<file path="config.mk">
export PLATFORM = sky130hd
export DESIGN_NAME = fphub_sqrt_iter_flat
export DESIGN_NICKNAME = d
export VERILOG_FILES = /design/src/rtl/fphub_sqrt_iter_if.sv /design/src/rtl/fphub_sqrt_iter.sv /design/src/flat_wrapper.sv
export SDC_FILE = /design/constraint.sdc
export NUM_CORES = 1
export LEC_CHECK = 0
export ABC_AREA = 1
export ABC_CLOCK_PERIOD_IN_PS = 5100
export CELL_PAD_IN_SITES_DETAIL_PLACEMENT = 1
export CELL_PAD_IN_SITES_GLOBAL_PLACEMENT = 1
export CORE_MARGIN = 5
export CORE_UTILIZATION = 48
export CTS_BUF_LIST = sky130_fd_sc_hd__clkbuf_8
export CTS_CLUSTER_DIAMETER = 100
export DETAILED_ROUTE_END_ITERATION = 10
export PLACE_DENSITY_LB_ADDON = 0.3
export RECOVER_POWER = 25
export SYNTH_ARGS = -nofsm -noshare
export SYNTH_HDL_FRONTEND = slang
export SYNTH_SLANG_ARGS = --single-unit
</file>
<file path="constraint.sdc">
create_clock -name clk -period 5.1 [get_ports clk]
set_input_delay 1.275 -clock clk [delete_from_list [all_inputs] [get_ports clk]]
set_output_delay 1.275 -clock clk [all_outputs]
set_load 0.01 [all_outputs]
</file>
<file path="src/rtl/fphub_sqrt_iter_if.sv">
// Issue-side bundle for the HUB square-root unit: request/operand in, result/status out.
interface fphub_sqrt_iter_if #(
    parameter int M = 23,
    parameter int E = 8
);
    localparam int T = M + E;

    logic         start;
    logic [T:0]   x;
    logic [T:0]   res;
    logic         finish;
    logic         computing;
    logic         invalid;

    modport master (
        output start, x,
        input  res, finish, computing, invalid
    );

    modport slave (
        input  start, x,
        output res, finish, computing, invalid
    );
endinterface

</file>
<file path="src/rtl/fphub_sqrt_iter.sv">
// Sequential HUB floating-point square root, one root bit per clock via restoring recurrence.
// Special operands (zero, negative, Inf, NaN) bypass the recurrence through a one-cycle SPEC state.
module fphub_sqrt_iter #(
    parameter int M = 23,
    parameter int E = 8
) (
    input  logic               clk,
    input  logic               rst_l,
    fphub_sqrt_iter_if.slave   io
);
    localparam int T    = M + E;
    localparam int BIAS = (1 << (E - 1)) - 1;
    localparam int IT   = M + 1;
    localparam int CW   = $clog2(IT);

    localparam logic signed [E:0] BIAS_W = (E + 1)'(BIAS);
    localparam logic [CW-1:0]     LAST   = CW'(IT - 1);
    localparam logic [T:0]        NAN_W  = {1'b0, {E{1'b1}}, 1'b1, {(M - 1){1'b0}}};
    localparam logic [T:0]        INF_W  = {1'b0, {E{1'b1}}, {M{1'b0}}};

    typedef enum logic [1:0] {IDLE, ITER, SPEC, DONE} state_t;

    state_t            state_q, state_d;
    logic [T:0]        x_q, x_d;
    logic              loaded_q, loaded_d;
    logic [2*M+1:0]    rad_q, rad_d;
    logic [M+2:0]      rem_q, rem_d;
    logic [M:0]        root_q, root_d;
    logic [CW-1:0]     cnt_q, cnt_d;
    logic [E-1:0]      rexp_q, rexp_d;
    logic [T:0]        res_q, res_d;
    logic              inv_q, inv_d;

    logic              accept;
    logic              in_special;
    logic [E-1:0]      in_exp;
    logic              op_sign;
    logic [E-1:0]      op_exp;
    logic [M-1:0]      op_man;
    logic [T:0]        spec_res;
    logic              spec_inv;
    logic signed [E:0] e_s, e_even, e_half;
    logic              odd;
    logic [M+1:0]      sig;
    logic [2*M+1:0]    rad_init;
    logic [E-1:0]      rexp_init;
    logic [M+4:0]      acc;
    logic [M+2:0]      sub;
    logic              take;
    logic [M:0]        root_next;

    always_ff @(posedge clk or negedge rst_l) begin
        if (!rst_l) begin
            state_q  <= IDLE;
            x_q      <= '0;
            loaded_q <= 1'b0;
            rad_q    <= '0;
            rem_q    <= '0;
            root_q   <= '0;
            cnt_q    <= '0;
            rexp_q   <= '0;
            res_q    <= '0;
            inv_q    <= 1'b0;
        end else begin
            state_q  <= state_d;
            x_q      <= x_d;
            loaded_q <= loaded_d;
            rad_q    <= rad_d;
            rem_q    <= rem_d;
            root_q   <= root_d;
            cnt_q    <= cnt_d;
            rexp_q   <= rexp_d;
            res_q    <= res_d;
            inv_q    <= inv_d;
        end
    end

    // Only the exponent and sign are needed to steer the request; the operand itself is registered first.
    always_comb begin
        in_exp     = io.x[T-1:M];
        in_special = (&in_exp) || (in_exp == '0) || io.x[T];
        accept     = ((state_q == IDLE) || (state_q == DONE)) && io.start;
    end

    always_comb begin
        state_d = state_q;
        case (state_q)
            IDLE, DONE: begin
                if (io.start)
                    state_d = in_special ? SPEC : ITER;
                else
                    state_d = IDLE;
            end
            ITER:    if (loaded_q && (cnt_q == LAST)) state_d = DONE;
            SPEC:    state_d = DONE;
            default: state_d = IDLE;
        endcase
    end

    always_comb begin
        op_sign = x_q[T];
        op_exp  = x_q[T-1:M];
        op_man  = x_q[M-1:0];

        if ((&op_exp) && (op_man != '0)) begin
            spec_res = NAN_W;
            spec_inv = 1'b1;
        end else if (op_exp == '0) begin
            spec_res = {op_sign, {T{1'b0}}};
            spec_inv = 1'b0;
        end else if (op_sign) begin
            spec_res = NAN_W;
            spec_inv = 1'b1;
        end else begin
            spec_res = INF_W;
            spec_inv = 1'b0;
        end

        // An odd unbiased exponent is folded into the radicand so the root exponent is an exact halving.
        e_s       = $signed({1'b0, op_exp}) - BIAS_W;
        odd       = e_s[0];
        e_even    = e_s - $signed({{E{1'b0}}, odd});
        e_half    = e_even >>> 1;
        rexp_init = E'(e_half + BIAS_W);
        sig       = {1'b1, op_man, 1'b1};
        rad_init  = odd ? ({{M{1'b0}}, sig} << M) : ({{M{1'b0}}, sig} << (M - 1));

        acc       = {rem_q, rad_q[2*M+1:2*M]};
        sub       = {root_q, 2'b01};
        take      = (acc >= {2'b00, sub});
        root_next = {root_q[M-1:0], take};
    end

    always_comb begin
        x_d      = x_q;
        loaded_d = loaded_q;
        rad_d    = rad_q;
        rem_d    = rem_q;
        root_d   = root_q;
        cnt_d    = cnt_q;
        rexp_d   = rexp_q;
        res_d    = res_q;
        inv_d    = inv_q;

        if (accept) begin
            x_d      = io.x;
            loaded_d = 1'b0;
            rem_d    = '0;
            root_d   = '0;
            cnt_d    = '0;
        end else if (state_q == ITER) begin
            if (!loaded_q) begin
                rad_d    = rad_init;
                rexp_d   = rexp_init;
                loaded_d = 1'b1;
            end else begin
                rad_d  = rad_q << 2;
                rem_d  = take ? (M + 3)'(acc - {2'b00, sub}) : acc[M+2:0];
                root_d = root_next;
                cnt_d  = cnt_q + CW'(1);
                // The root MSB is always set, so only the low M bits become the stored mantissa.
                if (cnt_q == LAST) begin
                    res_d = {1'b0, rexp_q, root_next[M-1:0]};
                    inv_d = 1'b0;
                end
            end
        end else if (state_q == SPEC) begin
            res_d = spec_res;
            inv_d = spec_inv;
        end
    end

    always_comb begin
        io.finish    = (state_q == DONE);
        io.computing = (state_q == ITER) || (state_q == SPEC);
        io.res       = res_q;
        io.invalid   = inv_q;
    end
endmodule

</file>
<file path="src/flat_wrapper.sv">
// flat-port wrapper written by rule: the top's interface ports become plain ports
module fphub_sqrt_iter_flat 
#(
    parameter int M = 23,
    parameter int E = 8
)
  (clk, rst_l, io_start, io_x, io_res, io_finish, io_computing, io_invalid);
  fphub_sqrt_iter_if #(.M(M), .E(E)) io_i ();
  input  logic clk;
  input  logic rst_l;
  input wire logic [$bits(io_i.start)-1:0] io_start;
  input wire logic [$bits(io_i.x)-1:0] io_x;
  output wire logic [$bits(io_i.res)-1:0] io_res;
  output wire logic [$bits(io_i.finish)-1:0] io_finish;
  output wire logic [$bits(io_i.computing)-1:0] io_computing;
  output wire logic [$bits(io_i.invalid)-1:0] io_invalid;
  assign io_i.start = io_start;
  assign io_i.x = io_x;
  assign io_res = io_i.res;
  assign io_finish = io_i.finish;
  assign io_computing = io_i.computing;
  assign io_invalid = io_i.invalid;
  fphub_sqrt_iter #(.M(M), .E(E)) u_core (.clk(clk), .rst_l(rst_l), .io(io_i));
endmodule
</file>
Yosys cells after proc, flatten, opt, wreduce, memory -nomap -nowiden
Index checks and enable logic that the tools add are counted.
- add/subtract/negate cells: 5
- $lt $le $gt $ge: 1
- equal/unequal tests: 7
- muxes and demuxes: 32
- bitwise logic cells: 2
- reductions and logical operators: 21
- operator list (kind ; count):
    $mux W32 ; 6
    $mux W26 ; 4
    $mux W48 ; 2
    $mux W24 ; 3
    $ge A28 B26 Y1 ; 1
    $sub A26 B26 Y26 ; 1
    $mux W23 ; 1
    $reduce_bool A23 Y1 ; 1
    $logic_not A8 Y1 ; 2
    $reduce_and A8 Y1 ; 2
    $mux W5 ; 3
    $mux W1 ; 9
    $sub A8 B7 Y9 const B ; 1
    $sub A9 B2 Y9 ; 1
    $add A8 B8 Y8 const B ; 1
    $mux W2 ; 3
    $ne A2 B1 Y1 const B ; 3
    $pmux W2 S3 ; 1
    $reduce_bool A2 Y1 ; 3
    $add A5 B1 Y5 const B ; 1
    $eq A5 B5 Y1 const B ; 1
    $eq A2 B2 Y1 const B ; 2
    $logic_or A1 B1 Y1 ; 4
    $reduce_and A2 Y1 ; 2
    7 further kinds ; 10
- register bits: 179
- output and inout bits: 35
- word-level logic and storage cells: 78

Logic depth before layout (Yosys ltp)
Gate-level depths: netlist of run 1.
- depth after elaboration: 6
- depth in mapped cells: 15
- mapped depth without buffers: 15

Worst setup path before layout of run 1
OpenSTA, ideal clock, no wires.
- kind: input -> register
- start point: in io_start
- end point: reg u_core.rem_q[4]
- arrival time: 2.177 ns
- data required time: 5.017 ns
- path slack: 2.840 ns
- stages: 7
- path buffers: 2
- path through: nand2_1 -> inv_1 -> nor2_1 -> buf_2 -> buf_1 -> nand3_1 -> o21ai_0
- cells in the longest elaborated chain, start to end: 3
- elaborated cells on any way between the ends: 5
- those cells by class: 1 x mux; 4 x reduce/logical
- ends and longest elaborated chain (what ; line ; source):
    from (decl) ; flat_wrapper.sv:11 ; input wire logic [$bits(io_i.start)-1:0] io_start;
    $logic_and A1 B1 Y1 (*) ; fphub_sqrt_iter.sv:82 ; accept = ((state_q == IDLE) || (state_q == DONE)) && io.start;
    $reduce_bool A2 Y1 (no source line) ; n/a ;
    $reduce_and A2 Y1 (no source line) ; n/a ;
    to (signal assigned) ; fphub_sqrt_iter.sv:69 ; rem_q <= rem_d;
    to (decl) ; fphub_sqrt_iter.sv:27 ; logic [M+2:0] rem_q, rem_d;
Mark *: on every way between the ends. The rest lies on a longest branch, timed or not.
A chain may end at the register's enable or synchronous reset.

Worst setup path in the final report of run 1
- start point: reg u_core.state_q[1]
- end point: reg u_core.res_q[6], in the netlist u_core.io.res[6]
- cells in the longest elaborated chain, start to end: 5
- elaborated cells on any way between the ends: 12
- those cells by class: 5 x eq/ne; 1 x mux; 1 x bitwise; 5 x reduce/logical
- ends and longest elaborated chain (what ; line ; source):
    from (decl) ; fphub_sqrt_iter.sv:23 ; state_t state_q, state_d;
    from (signal assigned) ; fphub_sqrt_iter.sv:65 ; state_q <= state_d;
    $eq A2 B2 Y1 or $logic_not A2 Y1 (tied branches) ; fphub_sqrt_iter.sv:82 ;
    $logic_or A1 B1 Y1 ; fphub_sqrt_iter.sv:82 ;
    $logic_and A1 B1 Y1 ; fphub_sqrt_iter.sv:82 ;
    $not A1 Y1 (no source line) ; n/a ;
    $reduce_and A4 Y1 (no source line) ; n/a ;
    to (signal assigned) ; fphub_sqrt_iter.sv:73 ; res_q <= res_d;
    to (decl) ; fphub_sqrt_iter.sv:31 ; logic [T:0] res_q, res_d;
Several ways; a longest one is shown, not always the timed one.

==> Flow_metrics.wiki, run 1 <==
{| class="wikitable"
! Metric !! Value
|-
| Via count || 8745
|-
| Syn nets || 1360
|-
| Combined area of all synthesized cells || 9210 um2
|-
| Worst-Margin Slew || 2.55 ns
|-
| Cell taking the most area after synthesis || sky130_fd_sc_hd__dfrtp_1
|-
| Final ANT Viol Nets || 0
|-
| Setup TNS || 0 ns
|-
| Number of antenna repair diodes || 0
|-
| Overall overflow remaining after global route || 0
|-
| Post-DR wirelength/cell || 17.3 um
|-
| Ranking of synthesized cells by area || sky130_fd_sc_hd__dfrtp_1, sky130_fd_sc_hd__nand2_1, sky130_fd_sc_hd__inv_1
|-
| Proportion of synthesized flip-flops having asynchronous set or reset || 1.00
|-
| Final Routed Wirelength || 27400 um
|-
| Top_reg_cell synth || sky130_fd_sc_hd__dfrtp_1
|-
| Cell count after synthesis || 1292
|-
| Total Die Area || 22100 um2
|-
| Number of setup buffers added after CTS || 0
|-
| Die outline width || 149 um
|-
| Clock-pin slew on the worst setup and hold paths || 0.09 ns
|-
| Result of the run || complete, but fails checks
|-
| Root buffer selected by CTS || sky130_fd_sc_hd__clkbuf_8
|-
| Global-route wire length before repair || 45700 um
|-
| Worst-path maximum fanout || 49
|-
| Data required time of the critical path || 5.40 ns
|-
| Number of violations reported at the end of detailed-routing iteration 0 || 477
|-
| Count of max-cap constraint violations || 1
|-
| Logic depth of the worst register-to-register path || 8
|-
| Detailed Place HPWL || 19300 um
|-
| Reg-to-reg critical path endpoint || u_core.io.res[6]$_DFFE_PN0P_
|-
| Total Routing Usage GR || 0.257
|-
| CP max stage delay || 0.65 ns
|-
| Depth of the worst hold-timing path || 2
|-
| Share of layout cells above drive strength 1 || 0.0384
|-
| CP Capture Type || flop
|-
| Antenna violations before repair || 0
|-
| Max-slew violation total from the final report || 100
|-
| Cts hold-fix bufs || 0
|-
| Critical path cell sequence || inv_1, ha_1, buf_4, clkinv_1, nor2_1, nor2_4, nand2_1, o21ai_0
|-
| I/O Buffers || 69
|-
| Setup clock skew after layout || 0.0120 ns
|-
| Number of nets in the final layout || 1411
|-
| Top-level port count || 70
|-
| Final weighted congestion of routability-driven global placement || 0.880
|-
| Tightest Hold Check Type || flop to flop
|-
| Via/cell ratio || 5.51
|-
| End point of the worst hold path || u_core.io.res[12]$_DFFE_PN0P_
|-
| Synthesized area per cell || 7.13 um2
|-
| Relative max-transition margin || -0.701
|-
| Via count of the first global-routing pass || 9220
|-
| Die Y || 149 um
|-
| Count of filler cells inserted in the layout || 2417
|-
| Clock sinks || 157
|-
| CTS tree || done
|-
| Effective utilization at floorplan || 0.491
|-
| Data arrival time at the worst-slack endpoint || 3.74 ns
|-
| Number of instances resized during post-cts repair || 0
|-
| Total number of placement rows || 50
|-
| Start point of the critical path || u_core.state_q[1]$_DFFE_PN0P_
|-
| Startpoint of the lowest-slack hold path || u_core.io.res[12]$_DFFE_PN0P_
|-
| Number of warnings issued by yosys || 0
|-
| Distinct cell type count after synthesis || 38
|-
| Highest-delay cell along the critical path || sky130_fd_sc_hd__nand2_1
|-
| CTS max path bufs || 2
|-
| Final period utilization || 0.673
|-
| Upper clock frequency limit || 291 MHz
|-
| Clock latency of the later-clocked register in the worst-skew pair || 0.47 ns
|-
| Register area share after synthesis || 0.427
|-
| Number of levels in the clock H-tree || 4
|-
| Drt drc || 0
|-
| Synthesized flop and latch total || 157
|-
| Number of flops mapped to enable cells by yosys || 0
|-
| Launch instance of the worst register-to-register path || u_core.state_q[1]$_DFFE_PN0P_
|-
| Final Hold Violating Endpoints || 0
|-
| Internal reg-to-reg setup slack || 1.67 ns
|-
| Most numerous cell in the Yosys netlist || sky130_fd_sc_hd__nand2_1
|-
| Critical path startpoint category || flop
|-
| Tmin final || 3.43 ns
|-
| Start-to-end type of the worst setup path || flop to flop
|-
| Commonest cells post-synth || sky130_fd_sc_hd__nand2_1, sky130_fd_sc_hd__inv_1, sky130_fd_sc_hd__dfrtp_1
|-
| Drt first pass iters || 5
|-
| Core region area || 18800 um2
|-
| Number of setup violations in the final report || 0
|-
| Violated checks || max-capacitance violations, max-slew violations
|-
| Cts bufs inserted || 17
|-
| Proportion of netlist area held by the largest area contributor || 0.427
|-
| Setup repair after global routing missed its margin || no
|-
| Area added between synthesis and finish || 13.7%
|-
| Largest net degree at the start of global routing || 100
|}
==> critical path, delay by kind of cell (launching register included) <==
kind	cells	cell delay [ns]
flip-flops	1	0.41
buffers and inverters	3	1.13
adder cells (fa/ha/maj)	1	0.17
AO/OA/AOI/OAI	1	0.24
AND/OR/NAND/NOR	3	1.30
==> per-stage QoR <==
step                      std cells  setup slack, ns  area (um2)  hold WS [ns]   util
after global placement         1558             1.52       10100         0.461  0.536
after global routing           1588             1.40       10500         0.522  0.558
final                          1588             1.67       10500         0.487  0.558
after detailed placement       1558             1.38       10100         0.472  0.536
after CTS                      1588             1.65       10500         0.493  0.558
after floorplan                1292             2.84        9210         0.448      -
==> per-layer routing <==
| layer | routed length, um | track usage |
|---|---|---|
| met1 | 11600 | 0.307 |
| met2 | 14000 | 0.461 |
| met3 | 1060 | 0.0472 |
| met4 | 752 | 0.0928 |
| met5 | 0 | 0 |
==> kinds of logic after synthesis <==
| kind of cell | after synthesis | synth area share |
|---|---|---|
| and+or+nand+nor | 630 | 0.291 |
| buffers and inverters | 279 | 0.118 |
| AOI/OAI and AO/OA | 184 | 0.111 |
| DFF | 157 | 0.427 |
| adders and majority gates | 33 | 0.0448 |
| xor gates and xnor gates | 9 | 0.00856 |
==> sequential cells by signal, indices dropped and copies added (netlist names) <==
register           cells
u_core.cnt_q           5
u_core.io.invalid      1
u_core.io.res         32
u_core.loaded_q        1
u_core.rad_q          26
u_core.rem_q          26
u_core.rexp_q          8
u_core.root_q         24
u_core.state_q         2
u_core.x_q            32
==> area by class of cell <==
class | instances | area [um2] | share of cell area
clock buffer | 18 | 248 | 0.0237
multi-input combinational | 856 | 4190 | 0.401
sequential | 157 | 3930 | 0.375
inverter | 232 | 871 | 0.0832
tap | 234 | 293 | 0.0280
clock inverter | 12 | 171 | 0.0164
timing repair buffer | 79 | 761 | 0.0727
==> cells in the final DEF, fill, tap and decap left out, types with 4 or more instances in the layout <==
cell,synthesis,routed
sky130_fd_sc_hd__xnor2_1,5,5
sky130_fd_sc_hd__nand4_1,48,48
sky130_fd_sc_hd__a31oi_1,4,4
sky130_fd_sc_hd__nor2_1,62,61
sky130_fd_sc_hd__nor3_1,5,5
sky130_fd_sc_hd__o21ai_0,106,106
sky130_fd_sc_hd__dfrtp_1,157,157
sky130_fd_sc_hd__xor2_1,4,4
sky130_fd_sc_hd__a21oi_1,26,26
sky130_fd_sc_hd__a22oi_1,13,13
sky130_fd_sc_hd__clkdlybuf4s50_1,0,68
sky130_fd_sc_hd__inv_1,228,230
sky130_fd_sc_hd__nand3_1,103,103
sky130_fd_sc_hd__ha_1,33,33
sky130_fd_sc_hd__o22ai_1,23,23
sky130_fd_sc_hd__buf_4,3,10
sky130_fd_sc_hd__nand2_1,400,400
sky130_fd_sc_hd__bufinv_16,0,4
sky130_fd_sc_hd__clkbuf_8,0,18
==> worst max path at each step <==
stage	endpoint	slack, ns
2_1_floorplan	u_core.rem_q[4]$_DFFE_PN0P_	2.84
3_3_place_gp	u_core.cnt_q[3]$_DFFE_PN0P_	1.52
3_5_place_dp	u_core.rexp_q[6]$_DFFE_PN0P_	1.38
4_1_cts	u_core.io.res[6]$_DFFE_PN0P_	1.65
5_1_grt	u_core.io.res[6]$_DFFE_PN0P_	1.40
6_report	u_core.io.res[6]$_DFFE_PN0P_	1.67
Power of run 1 is left out: the tool's default activity adds up to more than one toggle a clock period on the data nets, which glitch-free logic cannot reach.
==> run 2, diff against run 1 <==
ABC_CLOCK_PERIOD_IN_PS = 3000   (was 5100)
CORE_UTILIZATION = 40   (was 48)
clock period = 3 ns   (was 5.1 ns; I/O delays follow)
==> Flow_metrics.wiki, run 2 (synthesis gave the netlist of run 1 again) <==
{| class="wikitable"
! Metric !! Value
|-
| Result of the run || finished clean
|-
| Start-to-end type of the worst setup path || flop to primary output
|-
| Critical path startpoint category || flop
|-
| Final instance area || 10600 um2 (+1.3%)
|-
| Top-level port count || 70 (unchanged)
|-
| Core region area || 22600 um2 (+21%)
|-
| Setup slack after layout || 0.269 ns (-1.40 ns)
|-
| Count of max-cap constraint violations || 0 (-1)
|-
| Final Routed Wirelength || 27300 um (-0.55%)
|-
| Kind of cell adding the most delay to the critical path || buffers and inverters
|-
| Total number of placement rows || 55 (+10%)
|-
| Total cell area at the placement stage || 10200 um2 (+1.9%)
|-
| Number of setup buffers added after CTS || 0 (unchanged)
|-
| Final period utilization || 0.910
|-
| Global-route wire length before repair || 45900 um (+0.65%)
|-
| Data required time of the critical path || 2.25 ns (-3.15 ns)
|-
| I/O Buffers || 69 (unchanged)
|-
| Total Routing Usage GR || 0.215 (-0.0416)
|-
| Number of nets in the final layout || 1423 (+0.85%)
|-
| Clock sinks || 157 (unchanged)
|-
| Logic depth of the worst register-to-register path || 11 (+3)
|-
| Max-slew violation total from the final report || 0 (-100%)
|-
| Worst-Margin Slew || 1.27 ns (-1.29 ns)
|-
| Number of levels in the clock H-tree || 4 (unchanged)
|-
| Effective utilization at floorplan || 0.407 (-0.0839)
|-
| Antenna violations before repair || 0 (unchanged)
|-
| Critical path cell sequence || ha_1, inv_1, clkdlybuf4s50_1
|-
| Setup clock skew after layout || 0.0191 ns (+0.00711 ns)
|-
| Worst-path maximum fanout || 4 (-92%)
|-
| Drt first pass iters || 5 (unchanged)
|-
| Via count || 8677 (-0.78%)
|-
| Via/cell ratio || 5.25 (-4.6%)
|-
| Leading cell types in the layout, fill and taps excluded || sky130_fd_sc_hd__nand2_1, sky130_fd_sc_hd__inv_1, sky130_fd_sc_hd__dfrtp_1
|-
| Hold_ws || 0.485 ns (-0.00137 ns)
|-
| Tightest Hold Check Type || flop to flop
|-
| Startpoint of the lowest-slack hold path || u_core.io.res[0]$_DFFE_PN0P_
|-
| Root buffer selected by CTS || sky130_fd_sc_hd__clkbuf_8
|-
| Number of antenna repair diodes || 0 (unchanged)
|-
| Die outline width || 162 um (+8.9%)
|-
| Count of filler cells inserted in the layout || 2921 (+21%)
|-
| Clock-pin slew on the worst setup and hold paths || 0.09 ns (about the same)
|-
| Final weighted congestion of routability-driven global placement || 0.933 (+6.0%)
|-
| Share of layout cells above drive strength 1 || 0.0483 (+0.00988)
|-
| Overall overflow remaining after global route || 0 (unchanged)
|-
| CP max stage delay || 0.56 ns (-0.09 ns)
|-
| Tmin final || 2.73 ns
|-
| Setup repair after global routing missed its margin || no
|-
| Depth of the worst hold-timing path || 2 (unchanged)
|-
| Largest net degree at the start of global routing || 60 (-40%)
|-
| Most common cell after layout, fill and taps aside || sky130_fd_sc_hd__nand2_1
|-
| CP Capture Type || primary output
|-
| Final ANT Viol Nets || 0 (unchanged)
|-
| Reg-to-reg critical path endpoint || u_core.rem_q[5]$_DFFE_PN0P_
|-
| CTS max path bufs || 2 (unchanged)
|-
| Drt drc || 0 (unchanged)
|-
| Setup TNS || 0 ns (unchanged)
|-
| Pre-CTS WS || 0.353 ns (-1.02 ns)
|-
| Internal reg-to-reg setup slack || 0.29 ns (-1.38 ns)
|-
| Area added between synthesis and finish || 15.2%
|-
| Number of instances resized during post-cts repair || 0 (unchanged)
|-
| Highest-delay cell along the critical path || sky130_fd_sc_hd__clkdlybuf4s50_1
|-
| Post-DR wirelength/cell || 16.5 um (-4.4%)
|-
| Detailed Place HPWL || 20000 um (+3.5%)
|-
| Data arrival time at the worst-slack endpoint || 1.98 ns (-1.76 ns)
|-
| Via count of the first global-routing pass || 9269 (+0.53%)
|-
| Upper clock frequency limit || 366 MHz
|-
| Number of setup violations in the final report || 0 (unchanged)
|-
| CTS tree || done
|-
| Relative max-transition margin || 0.156 (+0.857)
|-
| Number of violations reported at the end of detailed-routing iteration 0 || 432 (-9.4%)
|-
| Combined buffer and inverter count along the critical path || 2 (-1)
|-
| Total Die Area || 26200 um2 (+19%)
|-
| Clock latency of the later-clocked register in the worst-skew pair || 0.46 ns (about the same)
|-
| End point of the worst hold path || u_core.io.res[0]$_DFFE_PN0P_
|-
| Cts bufs inserted || 17 (unchanged)
|-
| Launch instance of the worst register-to-register path || u_core.rem_q[11]$_DFFE_PN0P_
|-
| Final Hold Violating Endpoints || 0 (unchanged)
|-
| Cts hold-fix bufs || 0 (unchanged)
|-
| Die Y || 162 um (+8.9%)
|}
run 2: changes by cell type in the layout (fill, tap and decap cells not counted):
cell / before / now
sky130_fd_sc_hd__clkbuf_2: 1 / 2
sky130_fd_sc_hd__buf_4: 10 / 19
sky130_fd_sc_hd__clkinvlp_4: 1 / 3
sky130_fd_sc_hd__inv_1: 230 / 229
sky130_fd_sc_hd__clkinv_4: 2 / 3
sky130_fd_sc_hd__buf_12: 0 / 2
sky130_fd_sc_hd__inv_8: 0 / 1
sky130_fd_sc_hd__clkbuf_8: 18 / 17
sky130_fd_sc_hd__clkinv_2: 2 / 3
sky130_fd_sc_hd__bufinv_16: 4 / 2
run 2: worst max path at each step:
stage,depth (start not counted),slack (ns),start,to
2_1_floorplan,13,1.06,u_core.root_q[9]$_DFFE_PN0P_,u_core.rem_q[14]$_DFFE_PN0P_
3_3_place_gp,11,0.38,u_core.rem_q[11]$_DFFE_PN0P_,u_core.rem_q[9]$_DFFE_PN0P_
3_5_place_dp,12,0.35,u_core.root_q[11]$_DFFE_PN0P_,u_core.rem_q[11]$_DFFE_PN0P_
4_1_cts,3,0.22,u_core.state_q[0]$_DFFE_PN0P_,io_computing
5_1_grt,2,0.06,rst_l,u_core.rad_q[32]$_DFFE_PN0P_
6_report,3,0.27,u_core.state_q[0]$_DFFE_PN0P_,io_computing
run 2: layout make-up:
| class | instances | area (um2) | share of cell area |
|---|---|---|---|
| multi-input combinational | 856 | 4190 | 0.395 |
| sequential | 157 | 3930 | 0.370 |
| timing repair buffer | 91 | 873 | 0.0823 |
| inverter | 232 | 871 | 0.0821 |
| tap | 285 | 357 | 0.0336 |
| clock buffer | 17 | 234 | 0.0221 |
| clock inverter | 14 | 148 | 0.0139 |
run 2: worst reg2reg max path, stage by stage (launching register included):
cell	delay [ns]
sky130_fd_sc_hd__dfrtp_1	0.46
sky130_fd_sc_hd__ha_1	0.45
sky130_fd_sc_hd__nand2_1	0.20
sky130_fd_sc_hd__nor2_4	0.16
sky130_fd_sc_hd__nand2_1	0.13
sky130_fd_sc_hd__nor3_2	0.25
sky130_fd_sc_hd__nand3_2	0.15
sky130_fd_sc_hd__nand3_2	0.34
sky130_fd_sc_hd__buf_12	0.20
sky130_fd_sc_hd__nand2_1	0.06
sky130_fd_sc_hd__nand3_1	0.07
sky130_fd_sc_hd__o21ai_0	0.10
run 2: through the flow:
stage / std cells / util
3_5_place_dp: 1621 / 0.453
4_1_cts: 1652 / 0.469
3_3_place_gp: 1621 / 0.453
2_1_floorplan: 1292 / -
5_1_grt: 1652 / 0.468
6_report: 1652 / 0.468
run 2: routing by layer:
metal,part of all wire,track usage,vias up
met5,0,0,-
met4,0.019,0.0607,0
met3,0.034,0.0337,28
met2,0.51,0.392,151
met1,0.43,0.264,4263
li1,-,-,4235
Power of run 2 is left out for the same reason.
==> run 3, diff against run 2 <==
CORE_MARGIN = 8   (was 5)
==> Flow_metrics.wiki, run 3 (synthesis gave the netlist of run 1 again) <==
{| class="wikitable"
! Metric !! Value
|-
| Result of the run || complete, but fails checks
|-
| Violated checks || max-capacitance violations, max-slew violations
|-
| Final ANT Viol Nets || 0 (unchanged)
|-
| Reg-to-reg critical path endpoint || u_core.io.res[8]$_DFFE_PN0P_
|-
| Number of setup buffers added after CTS || 0 (unchanged)
|-
| CTS tree || done
|-
| Clock sinks || 157 (unchanged)
|-
| Highest-delay cell along the critical path || sky130_fd_sc_hd__clkdlybuf4s50_1
|-
| Setup repair after global routing missed its margin || no
|-
| Worst-path maximum fanout || 4 (unchanged)
|-
| Most common cell after layout, fill and taps aside || sky130_fd_sc_hd__nand2_1
|-
| I/O Buffers || 69 (unchanged)
|-
| Via count || 8620 (-0.66%)
|-
| Die outline width || 168 um (+3.7%)
|-
| Cell Count, Final, Fillers Out || 1654 (+0.12%)
|-
| Setup clock skew after layout || 0.0139 ns (-0.00514 ns)
|-
| Count of filler cells inserted in the layout || 2925 (+0.14%)
|-
| Top-level port count || 70 (unchanged)
|-
| Effective utilization at floorplan || 0.407 (unchanged)
|-
| Via count of the first global-routing pass || 9273 (+0.043%)
|-
| Upper clock frequency limit || 365 MHz (-0.20%)
|-
| Drt drc || 0 (unchanged)
|-
| Start-to-end type of the worst setup path || flop to primary output
|-
| Internal reg-to-reg setup slack || 0.49 ns (+0.20 ns)
|-
| CP max stage delay || 0.57 ns (about the same)
|-
| Data arrival time at the worst-slack endpoint || 1.99 ns (about the same)
|-
| Setup TNS || 0 ns (unchanged)
|-
| Final period utilization || 0.912 (+0.00180)
|-
| Leading cell types in the layout, fill and taps excluded || sky130_fd_sc_hd__nand2_1, sky130_fd_sc_hd__inv_1, sky130_fd_sc_hd__dfrtp_1
|-
| Post-DR wirelength/cell || 16.4 um (-0.64%)
|-
| Critical path startpoint category || flop
|-
| Core region area || 22600 um2 (unchanged)
|-
| Number of violations reported at the end of detailed-routing iteration 0 || 441 (+2.1%)
|-
| Data required time of the critical path || 2.25 ns (about the same)
|-
| Critical path cell sequence || ha_1, inv_1, clkdlybuf4s50_1
|-
| Number of cells on the critical path || 3 (unchanged)
|-
| Root buffer selected by CTS || sky130_fd_sc_hd__clkbuf_8
|-
| Launch instance of the worst register-to-register path || u_core.state_q[1]$_DFFE_PN0P_
|-
| Overall overflow remaining after global route || 0 (unchanged)
|-
| Total Die Area || 28100 um2 (+7.6%)
|-
| Detailed Place HPWL || 20200 um (+0.95%)
|-
| Relative max-transition margin || -0.301 (-0.457)
|-
| Total Routing Usage GR || 0.201 (-0.0140)
|-
| Largest net degree at the start of global routing || 77 (+28%)
|-
| Drt first pass iters || 5 (unchanged)
|-
| CP Capture Type || primary output
|-
| CTS max path bufs || 2 (unchanged)
|-
| Antenna violations before repair || 0 (unchanged)
|-
| Number of nets in the final layout || 1424 (+0.070%)
|-
| Count of max-cap constraint violations || 1 (+1)
|-
| Final weighted congestion of routability-driven global placement || 0.920 (-1.4%)
|-
| Number of setup violations in the final report || 0 (unchanged)
|-
| Final Routed Wirelength || 27100 um (-0.52%)
|-
| Clock-pin slew on the worst setup and hold paths || 0.09 ns (about the same)
|-
| Global-route wire length before repair || 46500 um (+1.2%)
|-
| Total number of placement rows || 55 (unchanged)
|-
| Cts bufs inserted || 17 (unchanged)
|-
| Kind of cell adding the most delay to the critical path || buffers and inverters
|-
| Termination of the worst setup path || io_computing
|-
| Area added between synthesis and finish || 15.2% (unchanged)
|-
| Die Y || 168 um (+3.7%)
|-
| Number of antenna repair diodes || 0 (unchanged)
|-
| Number of instances resized during post-cts repair || 0 (unchanged)
|-
| Tightest Hold Check Type || flop to flop
|-
| Clock latency of the later-clocked register in the worst-skew pair || 0.45 ns (about the same)
|-
| Worst-Margin Slew || 1.95 ns (+0.686 ns)
|-
| Logic depth of the worst register-to-register path || 7 (-4)
|-
| Number of levels in the clock H-tree || 4 (unchanged)
|-
| Via/cell ratio || 5.21 (-0.78%)
|-
| Start point of the critical path || u_core.state_q[0]$_DFFE_PN0P_
|-
| Tmin final || 2.74 ns (+0.00540 ns)
|-
| Final Hold Violating Endpoints || 0 (unchanged)
|-
| Cts hold-fix bufs || 0 (unchanged)
|-
| Placed cell count || 1622 (+0.062%)
|-
| Max-slew violation total from the final report || 76 (+76)
|-
| Combined buffer and inverter count along the critical path || 2 (unchanged)
|-
| Share of layout cells above drive strength 1 || 0.0482 (-0.0000705)
|}
==> run 3: changes by cell type in the layout (fill, tap and decap cells not counted), moves of 2 or more <==
cell                         change
sky130_fd_sc_hd__buf_4           +2
sky130_fd_sc_hd__clkbuf_8        +2
sky130_fd_sc_hd__clkinvlp_4      -2
sky130_fd_sc_hd__inv_1           +2
==> run 3: through the flow <==
stage                     utilization  hold slack (ns)  cell area [um2]  setup WS (ns)
after floorplan                     -            0.448             9210           1.06
after global placement          0.452            0.464            10200          0.557
after detailed placement        0.452            0.473            10200          0.432
after CTS                       0.469            0.326            10600          0.229
after global routing            0.468            0.522            10600          0.161
final                           0.468            0.488            10600          0.263
==> run 3: worst min-delay path by stage <==
stage                                      start                            end  cells after the start
detailed placement  u_core.rem_q[24]$_DFFE_PN0P_   u_core.rem_q[24]$_DFFE_PN0P_                      2
global route        u_core.rad_q[43]$_DFFE_PN0P_   u_core.rad_q[43]$_DFFE_PN0P_                      2
floorplan                                  rst_l    u_core.cnt_q[0]$_DFFE_PN0P_                      0
global placement    u_core.rem_q[25]$_DFFE_PN0P_   u_core.rem_q[25]$_DFFE_PN0P_                      2
finish              u_core.io.res[5]$_DFFE_PN0P_   u_core.io.res[5]$_DFFE_PN0P_                      2
CTS                                        rst_l  u_core.io.res[12]$_DFFE_PN0P_                      1
==> run 3: worst min-delay path: cells and delay by family, from the launching register on <==
kind | cells | cell delay, ns
DFF | 1 | 0.35
AOI/OAI and AO/OA | 1 | 0.06
and+or+nand+nor | 1 | 0.05
==> run 3: area by class of cell <==
class	count	area, um2	area share
Sequential cell	157	3930	0.370
Clock buffer	19	262	0.0247
Multi-Input combinational cell	856	4190	0.395
Inverter	232	871	0.0821
Clock inverter	13	125	0.0118
Timing Repair Buffer	92	868	0.0819
Tap cell	285	357	0.0336
==> run 3: routing by layer <==
metal | GRT usage | wire (um)
met2 | 0.351 | 13400
met3 | 0.0285 | 752
met4 | 0.0788 | 789
met5 | 0 | 0
met1 | 0.247 | 12200
Power of run 3 is left out for the same reason.
